### src/rtl/escalonador_pkg.sv
// Shared types and constants for the round-robin program scheduler.
package escalonador_pkg;

  localparam int N_SLOTS   = 8;
  localparam int SLOT_SIZE = 200;
  localparam int QW        = 8;
  localparam int SLOT_W    = $clog2(N_SLOTS);

  typedef logic [SLOT_W-1:0] slot_t;

  typedef enum logic [2:0] {
    RUN,
    SAVE,
    SELECT,
    LOAD,
    CAPTURE,
    RESUME
  } estado_t;

endpackage

### src/rtl/seletor_round_robin.sv
// Combinational next-active-slot finder: scans atual+1 upward with wrap,
// skipping slot 0, which is only chosen when no other slot is active.
module seletor_round_robin
  import escalonador_pkg::*;
(
  input  logic [N_SLOTS-1:0] ativos,
  input  slot_t              atual,
  output slot_t              prox
);

  logic  achou;
  slot_t idx;

  always_comb begin
    prox  = '0;
    achou = 1'b0;
    idx   = '0;
    // Offset N_SLOTS lands back on atual, so a lone active slot re-selects itself
    for (int k = 1; k <= N_SLOTS; k++) begin
      idx = slot_t'((int'(atual) + k) % N_SLOTS);
      if (!achou && idx != '0 && ativos[idx]) begin
        prox  = idx;
        achou = 1'b1;
      end
    end
  end

endmodule

### src/rtl/escalonador_programas.sv
// Round-robin time-slice scheduler: owns the active-slot table and quantum,
// sequences save/select/load/capture/resume. Optional macro: QUANTUM_CFG_EN.
module escalonador_programas
  import escalonador_pkg::*;
#(
  parameter int QUANTUM = 16
)
(
  input  logic               clock,
  input  logic               reset_n,
  input  logic               instr_done,
  input  logic               end_program,
  input  logic [31:0]        pc_atual,
  input  logic [31:0]        ram_q,
  input  logic               ativar,
  input  slot_t              ativar_slot,
  input  logic               cfg_we,
  input  logic [QW-1:0]      cfg_quantum,
  output logic               spc,
  output logic               lpc,
  output logic [31:0]        endereco_spc,
  output slot_t              programa,
  output logic [31:0]        base_slot,
  output logic [31:0]        pc_novo,
  output logic               pc_load,
  output logic               cpu_stall,
  output logic [N_SLOTS-1:0] ativos
);

  localparam logic [QW-1:0] QUANTUM_INI = QW'(QUANTUM);

  estado_t            estado_reg, estado_next;
  slot_t              programa_reg;
  slot_t              prox;
  logic [N_SLOTS-1:0] ativos_reg, ativos_next;
  logic [QW-1:0]      cnt_reg;
  logic [QW-1:0]      quantum_atual;
  logic               fim_reg;
  logic               mesmo_reg;
  logic [31:0]        pc_novo_reg;

`ifdef QUANTUM_CFG_EN
  logic [QW-1:0] quantum_reg;

  // Takes effect only at the next reload, never mid-slice
  always_ff @(posedge clock or negedge reset_n) begin
    if (!reset_n)
      quantum_reg <= QUANTUM_INI;
    else if (cfg_we)
      quantum_reg <= (cfg_quantum == '0) ? QW'(1) : cfg_quantum;
  end

  assign quantum_atual = quantum_reg;
`else
  logic unused_cfg;
  assign unused_cfg    = cfg_we ^ (^cfg_quantum);
  assign quantum_atual = QUANTUM_INI;
`endif

  seletor_round_robin u_seletor (
    .ativos (ativos_reg),
    .atual  (programa_reg),
    .prox   (prox)
  );

  assign base_slot = 32'(programa_reg) * 32'(SLOT_SIZE);

  always_ff @(posedge clock or negedge reset_n) begin
    if (!reset_n)
      estado_reg <= RUN;
    else
      estado_reg <= estado_next;
  end

  always_comb begin
    estado_next = estado_reg;
    case (estado_reg)
      RUN:     if (end_program || (instr_done && cnt_reg == QW'(1))) estado_next = SAVE;
      SAVE:    estado_next = SELECT;
      SELECT:  estado_next = (mesmo_reg || prox == programa_reg) ? RESUME : LOAD;
      LOAD:    estado_next = CAPTURE;
      CAPTURE: estado_next = RESUME;
      RESUME:  estado_next = RUN;
      default: estado_next = RUN;
    endcase
  end

  always_comb begin
    spc          = 1'b0;
    endereco_spc = '0;
    lpc          = 1'b0;
    pc_load      = 1'b0;
    cpu_stall    = (estado_reg != RUN);
    case (estado_reg)
      SAVE: begin
        // No save when the program ended or when no other slot will take over
        spc          = !fim_reg && (prox != programa_reg);
        endereco_spc = pc_atual;
      end
      LOAD:    lpc     = 1'b1;
      RESUME:  pc_load = 1'b1;
      default: ;
    endcase
  end

  // Activation and end-of-program clearing; clearing is applied last so it wins
  always_comb begin
    ativos_next = ativos_reg;
    if (ativar && ativar_slot != '0)
      ativos_next[ativar_slot] = 1'b1;
    if (estado_reg == SAVE && fim_reg && programa_reg != '0)
      ativos_next[programa_reg] = 1'b0;
    ativos_next[0] = 1'b1;
  end

  always_ff @(posedge clock or negedge reset_n) begin
    if (!reset_n) begin
      programa_reg <= '0;
      ativos_reg   <= N_SLOTS'(1);
      cnt_reg      <= QUANTUM_INI;
      fim_reg      <= 1'b0;
      mesmo_reg    <= 1'b0;
      pc_novo_reg  <= '0;
    end else begin
      ativos_reg <= ativos_next;
      case (estado_reg)
        RUN: begin
          if (instr_done && cnt_reg != '0)
            cnt_reg <= cnt_reg - QW'(1);
          if (estado_next == SAVE)
            fim_reg <= end_program;
        end
        // Latch the skip decision so SELECT never switches away without a save
        SAVE:    mesmo_reg <= !fim_reg && (prox == programa_reg);
        SELECT: begin
          if (estado_next == LOAD)
            programa_reg <= prox;
          else
            pc_novo_reg <= pc_atual;
        end
        CAPTURE: pc_novo_reg <= ram_q + base_slot;
        RESUME:  cnt_reg     <= quantum_atual;
        default: ;
      endcase
    end
  end

  assign programa = programa_reg;
  assign ativos   = ativos_reg;
  assign pc_novo  = pc_novo_reg;

endmodule
### config.mk
export PLATFORM = sky130hd
export DESIGN_NAME = escalonador_programas
export DESIGN_NICKNAME = d
export VERILOG_FILES = /design/src/rtl/escalonador_pkg.sv /design/src/rtl/seletor_round_robin.sv /design/src/rtl/escalonador_programas.sv
export SDC_FILE = /design/constraint.sdc
export NUM_CORES = 1
export LEC_CHECK = 0
export BUFFER_PORTS_ARGS = -buffer_cell sky130_fd_sc_hd__buf_2
export CORE_ASPECT_RATIO = 1.2
export CORE_MARGIN = 8
export CORE_UTILIZATION = 55
export CTS_CLUSTER_DIAMETER = 50
export DETAILED_ROUTE_END_ITERATION = 8
export PLACE_DENSITY = 0.88
export SLEW_MARGIN = 20
export SYNTH_ARGS = -nofsm -noshare
export SYNTH_HDL_FRONTEND = slang
export SYNTH_SLANG_ARGS = --single-unit
### constraint.sdc
create_clock -name clock -period 13.5 [get_ports clock]
set_clock_uncertainty 0.05 [all_clocks]
set_input_delay 4.05 -clock clock [delete_from_list [all_inputs] [get_ports clock]]
set_output_delay 4.05 -clock clock [all_outputs]
set_load 0.05 [all_outputs]
== Yosys cells after proc, flatten, opt, wreduce, memory -nomap -nowiden ==
Index checks and enable logic that the tools add are counted.
W data, S select, Z words.
Word-level totals
  input bits: 81
  flip-flop bits (word level): 55
  output and inout port bits: 111
Operators by class
  muxes and demuxes: 48
  add/sub/neg operators: 10
  equality and inequality tests: 12
  reductions and logical operators: 53
  magnitude comparators: 12
  multiply operators: 1
  bitwise operators: 3
Operator list (number)
  $mux W32: 2
  $pmux W32 S2: 1
  $lt A3 B4 Y1 const B: 10
  $reduce_bool A3 Y1: 11
  $add A32 B11 Y32: 1
  $mux W3: 10
  $bmux W1 S3: 8
  $logic_and A1 B1 Y1: 24
  $mux W8: 3
  $mux W1: 20
  $pmux W8 S2: 1
  $pmux W3 S5: 1
  $add A3 B3 Y3 const B: 4
  $eq A3 B2 Y1 const B: 3
  $and A8 B8 Y8: 1
  $eq A8 B1 Y1 const B: 1
  $logic_not A1 Y1: 8
  $mul A3 B5 Y8 const B: 1
  $not A8 Y8: 1
  $or A8 B8 Y8: 1
  $reduce_and A2 Y1: 4
  $reduce_bool A8 Y1: 1
  $sub A8 B1 Y8 const B: 1
  $add A3 B1 Y3 const B: 2
  11 further kinds: 19

== Logic depth before layout (Yosys ltp) ==
Gate-level depths: netlist (run 1).
  depth after elaboration: 40
  depth in mapped cells: 17
  depth with buffers taken out: 13

== By module ==
From an unflattened synthesis (run 1), not the netlist that was laid out.
Second synthesis, totals
  cells, all modules: 522
  area total of the unflattened synthesis: 4634.4 um2
Modules (own cells, without submodules)
  escalonador_programas: times used 1, cells each 439, area each 3860.0 um2
  seletor_round_robin: times used 1, cells each 83, area each 774.5 um2

== Worst setup path after synthesis (run 1) ==
No wires, ideal clock.
  path kind: register -> output
  start point: reg programa_reg[0], in the netlist programa[0]
  end point: out spc
  required time: 9.400 ns
  slack: 4.258 ns
  arrival: 5.142 ns
  stages on the path, launching flop included: 16
  path through: dfrtp_1 -> buf_6 -> inv_1 -> buf_4 -> ha_1 -> buf_4 -> mux2i_1 -> a211o_1 -> and4_1 -> or4_1 -> buf_2 -> a41o_2 -> nor4_1 -> o31a_4 -> nor2_4 -> nor3_1
Between the ends
  word-level cells in the longest chain between the ends: 36
  elaborated cells between the ends (all ways): 72
RTL lines
  from (decl): line escalonador_programas.sv:33  | slot_t programa_reg;
  from (signal assigned): line escalonador_programas.sv:137  | programa_reg <= prox;
  $add A3 B1 Y3: line seletor_round_robin.sv:20  | idx = slot_t'((int'(atual) + k) % N_SLOTS);
  $bmux W1 S3: line seletor_round_robin.sv:21  | if (!achou && idx != '0 && ativos[idx]) begin
  $mux W1 (not written as such): line seletor_round_robin.sv:21
  $logic_and A1 B1 Y1: line seletor_round_robin.sv:21
  $mux W1: line seletor_round_robin.sv:21
  $logic_not A1 Y1: line seletor_round_robin.sv:21
  $logic_and A1 B1 Y1 (2 in a row): line seletor_round_robin.sv:21
  $mux W1: line seletor_round_robin.sv:21
  (+17 left out)
  $logic_and A1 B1 Y1 (2 in a row): line seletor_round_robin.sv:21
  $mux W1: line seletor_round_robin.sv:21
  $logic_not A1 Y1: line seletor_round_robin.sv:21
  $logic_and A1 B1 Y1 (2 in a row): line seletor_round_robin.sv:21
  $mux W3: line seletor_round_robin.sv:21
  $ne A3 B3 Y1 (*): line escalonador_programas.sv:97  | spc = !fim_reg && (prox != programa_reg);
  $logic_and A1 B1 Y1 (*): line escalonador_programas.sv:97
  $mux W1 (*): line escalonador_programas.sv:94  | case (estado_reg)
  to (decl): line escalonador_programas.sv:19  | output logic spc,
Every way passes the cells marked *; elsewhere a longest branch is shown, timed or not. The select of a mux whose other input is x is not followed.

== Worst setup path in the final report (run 1) ==
  start point: reg programa_reg[1], in the netlist programa[1]
  end point: out spc
Same word-level chain as after synthesis.

==> reports/metrics.cfg, run 1 <==
[synthesis]
synthFlopType = dfrtp_1
syn_area_um2 = 5200
synthesis.area_per_instance_um2 = 8.52
library_cells_used_by_synthesis = 73
synth_seq_area_share = 0.265
synth_warnings = 0
number_of_flops_mapped_to_enable_cells_by_yosys = 0
synth.ff_latch_count = 55
synth-async-reset-ratio = 1.00
synthCells = 611

[global_routing]
grt_pass1_wl_um = 27300
groute.usage.overall = 0.254
via_count_of_the_first_global_routing_pass = 5694
antenna_found_initial = 0
grt_overflow_total = 0
grt_start_max_net_pins = 56

[final_layout]
register_area_um2 = 1380
antenna_cells_inserted = 0
layout_common_cells = 157 x buf_2, 54 x dfrtp_1, 38 x nand2_1
instances_no_fill = 859
multi_input_area_um2 = 3430
final_nets = 840
final_layout_size_suffix_gt1_frac = 0.270
largest_register_ffs = 32
area.growth.synth_to_final_pct = 16.3
final_common_cell = buf_2
final_cell_utilization_of_the_core = 0.646
fillers = 803

[worst_setup_path]
worst_path_max_delay_cell = a2111oi_0
critPathMaxFanout = 19
setup.worst_path.end_class = primary output
cpLargestDelayFamily = compound AO/OA/AOI/OAI gates
timing.critical_path.required_ns = 9.40
worstSetupStartpointType = flip-flop
critical_path.cell_chain = inv_1, ha_1, mux2i_1, a2111oi_0, o21ai_0, a311oi_1, or3_1, nor3b_2, nor2_4, nor3_1, buf_2
timing.critical_path.buf_inv = 2
critPathKind = flip-flop to primary output
timing.critical_path.arrival_ns = 5.34
max_stage_delay_ns = 0.86

[place]
pre_cts_ws_ns = 4.37
globalplace.congestion = 0.882
io_buffers = 157
dp.final_hpwl_um = 12600
placed_cells = 851

[route]
detail_route.vias_per_cell = 6.47
route.antenna.remaining_nets = 0
drt-pass1-iter-count = 5
detailedRoute.firstIterationViolations = 472
detail_route.wl_per_cell_um = 20.0
wl_um = 17200
post-route-drc-count = 0
routed-via-count = 5554

[cts]
clk_root_buffer_cell = clkbuf_16
htree_num_levels = 2
cts-hold-fix-buffers = 0
clockBufferDepth = 2
clock_insertion_delay_worst_skew_ns = 0.30
postCtsResizedCells = 0
clk_transition_reported_paths_ns = 0.08
tritoncts = done
numCtsBuffers = 5
clock_sinks = 55
postCtsSetupBuffers = 0

[outcome]
run_status = completed

[sta]
timing.final.ws_setup_ns = 4.06
worst-slew-pin-transition_ns = 1.03
final-setup-viol-count = 0
period_share = 0.699
timing.final.hold_violations = 0
max_freq_mhz = 106
totalNegativeSetupSlack_ns = 0
report.final.slew_viol_count = 0
worst_slew_margin_rel = 0.303
unrepaired_setup_endpoints_after_global_routing = false
period_minus_slack_ns = 9.44

[die]
die_area_um2 = 12800
core.rowCount = 39
chipWidth_um = 105
ioPinCount = 192
floorplan.initialDensity = 0.556
core_area_um2 = 9370
die_h_um = 123

[pwr]
power_per_cell_area_nw_per_um2 = 314
power_leakage_nw = 2.72
power.ir.vdd_worst_mv = 0.154
fin_total_pwr_mw = 1.90

[job]
drv.max_cap_violation_count = 0

[hold_path]
worstHoldPathType = flip-flop to flip-flop

-- per-stage QoR --
| step | hold WS [ns] | instance area (µm²) |
|---|---|---|
| floorplan | 0.431 | 5290 |
| global placement | 0.456 | 5860 |
| detailed placement | 0.479 | 5870 |
| CTS | 0.500 | 6050 |
| global route | 0.509 | 6050 |
| finish | 0.489 | 6050 |
-- logic make-up after synthesis --
kind of cell / Yosys count / synth area share
simple gates: 195 / 0.197
buf+inv: 91 / 0.0949
xor+xnor: 32 / 0.0538
compound gates: 201 / 0.297
flops: 55 / 0.265
mux: 11 / 0.0322
other cells: 2 / 0.00144
fa+ha+maj: 24 / 0.0591
-- synth_stat cells (all sizes together) (13+ instances only) --
library cell	n	share of area
and2	34	0.041
buf	40	0.058
a221o	16	0.031
a22oi	19	0.027
nand3	15	0.014
ha	23	0.055
nor2	38	0.029
clkbuf	28	0.020
o221a	13	0.028
a21oi	24	0.023
nand2	38	0.027
inv	22	0.016
xnor2	23	0.039
nor3	18	0.018
o21ai	27	0.026
dfrtp	54	0.26
o22a	16	0.027
o22ai	21	0.025
-- worst paths after layout --
kind | slack, ns | start | to | cells after the start
worst max register to register | 7.95 | programa[1] | pc_novo[31] | 11
min in group asynchronous | 3.83 | reset_n | pc_novo[16] | 2
worst max-delay path | 4.06 | programa[1] | spc | 11
worst min register to register | 0.49 | pc_novo[31] | pc_novo[31] | 1
worst min-delay path | 0.49 | pc_novo[31] | pc_novo[31] | 1
max in group asynchronous | 9.06 | reset_n | estado_reg[2] | 2
-- routing by layer --
metal / vias up / wire [µm] / GRT usage
met2: 330 / 8590 / 0.440
met5: - / 0 / 0
li1: 2503 / - / -
met1: 2672 / 6590 / 0.292
met3: 49 / 1490 / 0.0641
met4: 0 / 518 / 0.112
-- power by group --
part,switching (mW),internal (mW)
Clock,0.0667,0.0936
Combinational,0.960,0.488
Sequential,0.0724,0.219
-- cell type report --
type                    instances  share of cell area
clock buffers                   6              0.0229
inverters                      23              0.0143
repair buffers                162               0.136
flip-flops and latches         55               0.228
well taps                     123              0.0254
clock inverters                 2             0.00641
multi-input cells             488               0.567
No activity file was read; power rests on OpenSTA's default activity.
==> run 2, diff against run 1 <==
Settings changed: ABC_AREA from default to 1, CORE_UTILIZATION 55 to 51, PLACE_DENSITY 0.88 to 0.83.
Clock period 13.5 ns to 9.1 ns, I/O delays scaled along.
==> reports/metrics.cfg, run 2 <==
[synthesis]
synth_largest_area_cell = dfrtp_1
yosys-top-cells-area = dfrtp_1 27%, nand2_1 15%, nand3_1 8.6%
post-synth-top-area-fraction = 0.270
synthesis.area_per_instance_um2 = 6.48
post-synth-top-count-cell = nand2_1
number_of_flops_mapped_to_enable_cells_by_yosys = 0
synth.ff_latch_count = 55
synth_warnings = 0
synth-async-reset-ratio = 1.00
synthFlopType = dfrtp_1
library_cells_used_by_synthesis = 42
synthCells = 774
synth_seq_area_share = 0.275
most_common_library_cells_after_synthesis = 200 x nand2_1, 97 x inv_1, 86 x nand3_1, 81 x nor2_1, 54 x dfrtp_1
syn_area_um2 = 5010

[die]
core.rowCount = 39
core_area_um2 = 9560
die_area_um2 = 13300
floorplan.initialDensity = 0.524
chipWidth_um = 107
ioPinCount = 192
die_h_um = 125

[sta]
worst_slew_margin_rel = 0.319
worst-slew-pin-transition_ns = 1.02
holdWs_ns = 0.416
period_share = 0.752
period_minus_slack_ns = 6.85
timing.final.hold_violations = 0
final-setup-viol-count = 0
max_freq_mhz = 146
totalNegativeSetupSlack_ns = 0
report.final.slew_viol_count = 0
unrepaired_setup_endpoints_after_global_routing = false

[cts]
clock_sinks = 55
cts-hold-fix-buffers = 0
clock_insertion_delay_worst_skew_ns = 0.30
postCtsResizedCells = 0
postCtsSetupBuffers = 0
clk_transition_reported_paths_ns = 0.08
tritoncts = done
numCtsBuffers = 5
htree_num_levels = 2
clk_root_buffer_cell = clkbuf_16
clockBufferDepth = 2

[outcome]
run_status = completed

[route]
post-route-drc-count = 0
detail_route.vias_per_cell = 5.15
drt-pass1-iter-count = 6
detail_route.wl_per_cell_um = 14.5
routed-via-count = 5334
detailedRoute.firstIterationViolations = 311
wl_um = 15000
route.antenna.remaining_nets = 0

[pwr]
power_leakage_nw = 3.37
power_per_cell_area_nw_per_um2 = 431
power.ir.vdd_worst_mv = 0.262

[final_layout]
final_layout_size_suffix_gt1_frac = 0.230
final_common_cell = nand2_1
antenna_cells_inserted = 0
area.growth.synth_to_final_pct = 16.8
final_nets = 1017
layout_common_cells = 200 x nand2_1, 157 x buf_2, 97 x inv_1
largest_register_ffs = 32

[worst_setup_path]
worstSetupStartpointType = flip-flop
critPathKind = flip-flop to primary output
timing.critical_path.arrival_ns = 4.07
setup.worst_path.end_class = primary output
timing.critical_path.required_ns = 6.32
critPathMaxFanout = 18

[place]
io_buffers = 157
globalplace.congestion = 0.903
dp.final_hpwl_um = 11600

[global_routing]
grt_pass1_wl_um = 24400
grt_overflow_total = 0
via_count_of_the_first_global_routing_pass = 5203
antenna_found_initial = 0
groute.usage.overall = 0.221
grt_start_max_net_pins = 56

[job]
drv.max_cap_violation_count = 0

[hold_path]
worstHoldPathType = flip-flop to flip-flop

[run 2: final timing paths]
check / cells past startpoint / slack, ns / startpoint / end
max: 18 / 2.25 / programa[1] / spc
min: 1 / 0.42 / cnt_reg[6] / cnt_reg[6]
max reg2reg: 21 / 4.22 / programa[1] / pc_novo[30]
min reg2reg: 1 / 0.42 / cnt_reg[6] / cnt_reg[6]
max in group asynchronous: 2 / 6.01 / reset_n / pc_novo[5]
min in group asynchronous: 2 / 2.51 / reset_n / pc_novo[14]
[run 2: per-stage QoR]
| stage | area, µm² | worst slack, ns | total power [mW] | utilization | std cells |
|---|---|---|---|---|---|
| 2_1_floorplan | 5100 | 2.32 | 1.96 | - | 797 |
| 3_3_place_gp | 5700 | 2.62 | 2.29 | 0.596 | 1028 |
| 3_5_place_dp | 5700 | 2.59 | 2.32 | 0.596 | 1028 |
| 4_1_cts | 5860 | 2.24 | 2.54 | 0.612 | 1036 |
| 5_1_grt | 5860 | 1.86 | 2.74 | 0.612 | 1036 |
| 6_report | 5860 | 2.25 | 2.52 | 0.612 | 1036 |
[run 2: final cells by class]
cell class | instances | area [µm²]
Sequential cell | 55 | 1380
Fill cell | 957 | 3710
Tap cell | 123 | 154
Timing Repair Buffer | 160 | 808
Inverter | 105 | 398
Clock buffer | 5 | 125
Clock inverter | 3 | 27.5
Multi-Input combinational cell | 585 | 2970
[run 2: routing by layer]
| layer | vias up | GRT usage | part of all wire |
|---|---|---|---|
| met5 | - | 0 | 0 |
| met4 | 0 | 0.0581 | 0.015 |
| met3 | 16 | 0.0466 | 0.077 |
| met2 | 205 | 0.406 | 0.52 |
| met1 | 2418 | 0.249 | 0.39 |
| li1 | 2695 | - | - |
[run 2: kinds of logic after synthesis]
kind of cell,Yosys count,synth area share
XOR/XNOR,13,0.0227
AND/OR/NAND/NOR,423,0.381
flip-flops,55,0.275
AO/OA/AOI/OAI,100,0.107
other,2,0.00150
adder cells (fa/ha/maj),24,0.0614
buffers and inverters,157,0.151
[run 2: worst max-delay path, stage by stage, from the launching register on]
cell	delay [ns]
dfrtp_1	0.78
clkinv_2	0.40
ha_1	0.55
inv_2	0.22
nand3_1	0.17
nand3_2	0.13
nand2_4	0.10
nor2_8	0.15
nand2_2	0.07
nor2_2	0.09
nand3_1	0.14
nand3_1	0.12
nand2_1	0.08
nand2_1	0.08
nand3_1	0.08
nand3_2	0.09
inv_2	0.04
a21oi_1	0.16
buf_2	0.29
[run 2: power by group]
part           internal, mW  total [mW]  leakage (nW)  switching [mW]
registers             0.359       0.450         0.666          0.0910
clock network         0.105       0.205        0.0719           0.100
logic                 0.484        1.87          2.63            1.39
total                 0.948        2.52          3.37            1.58
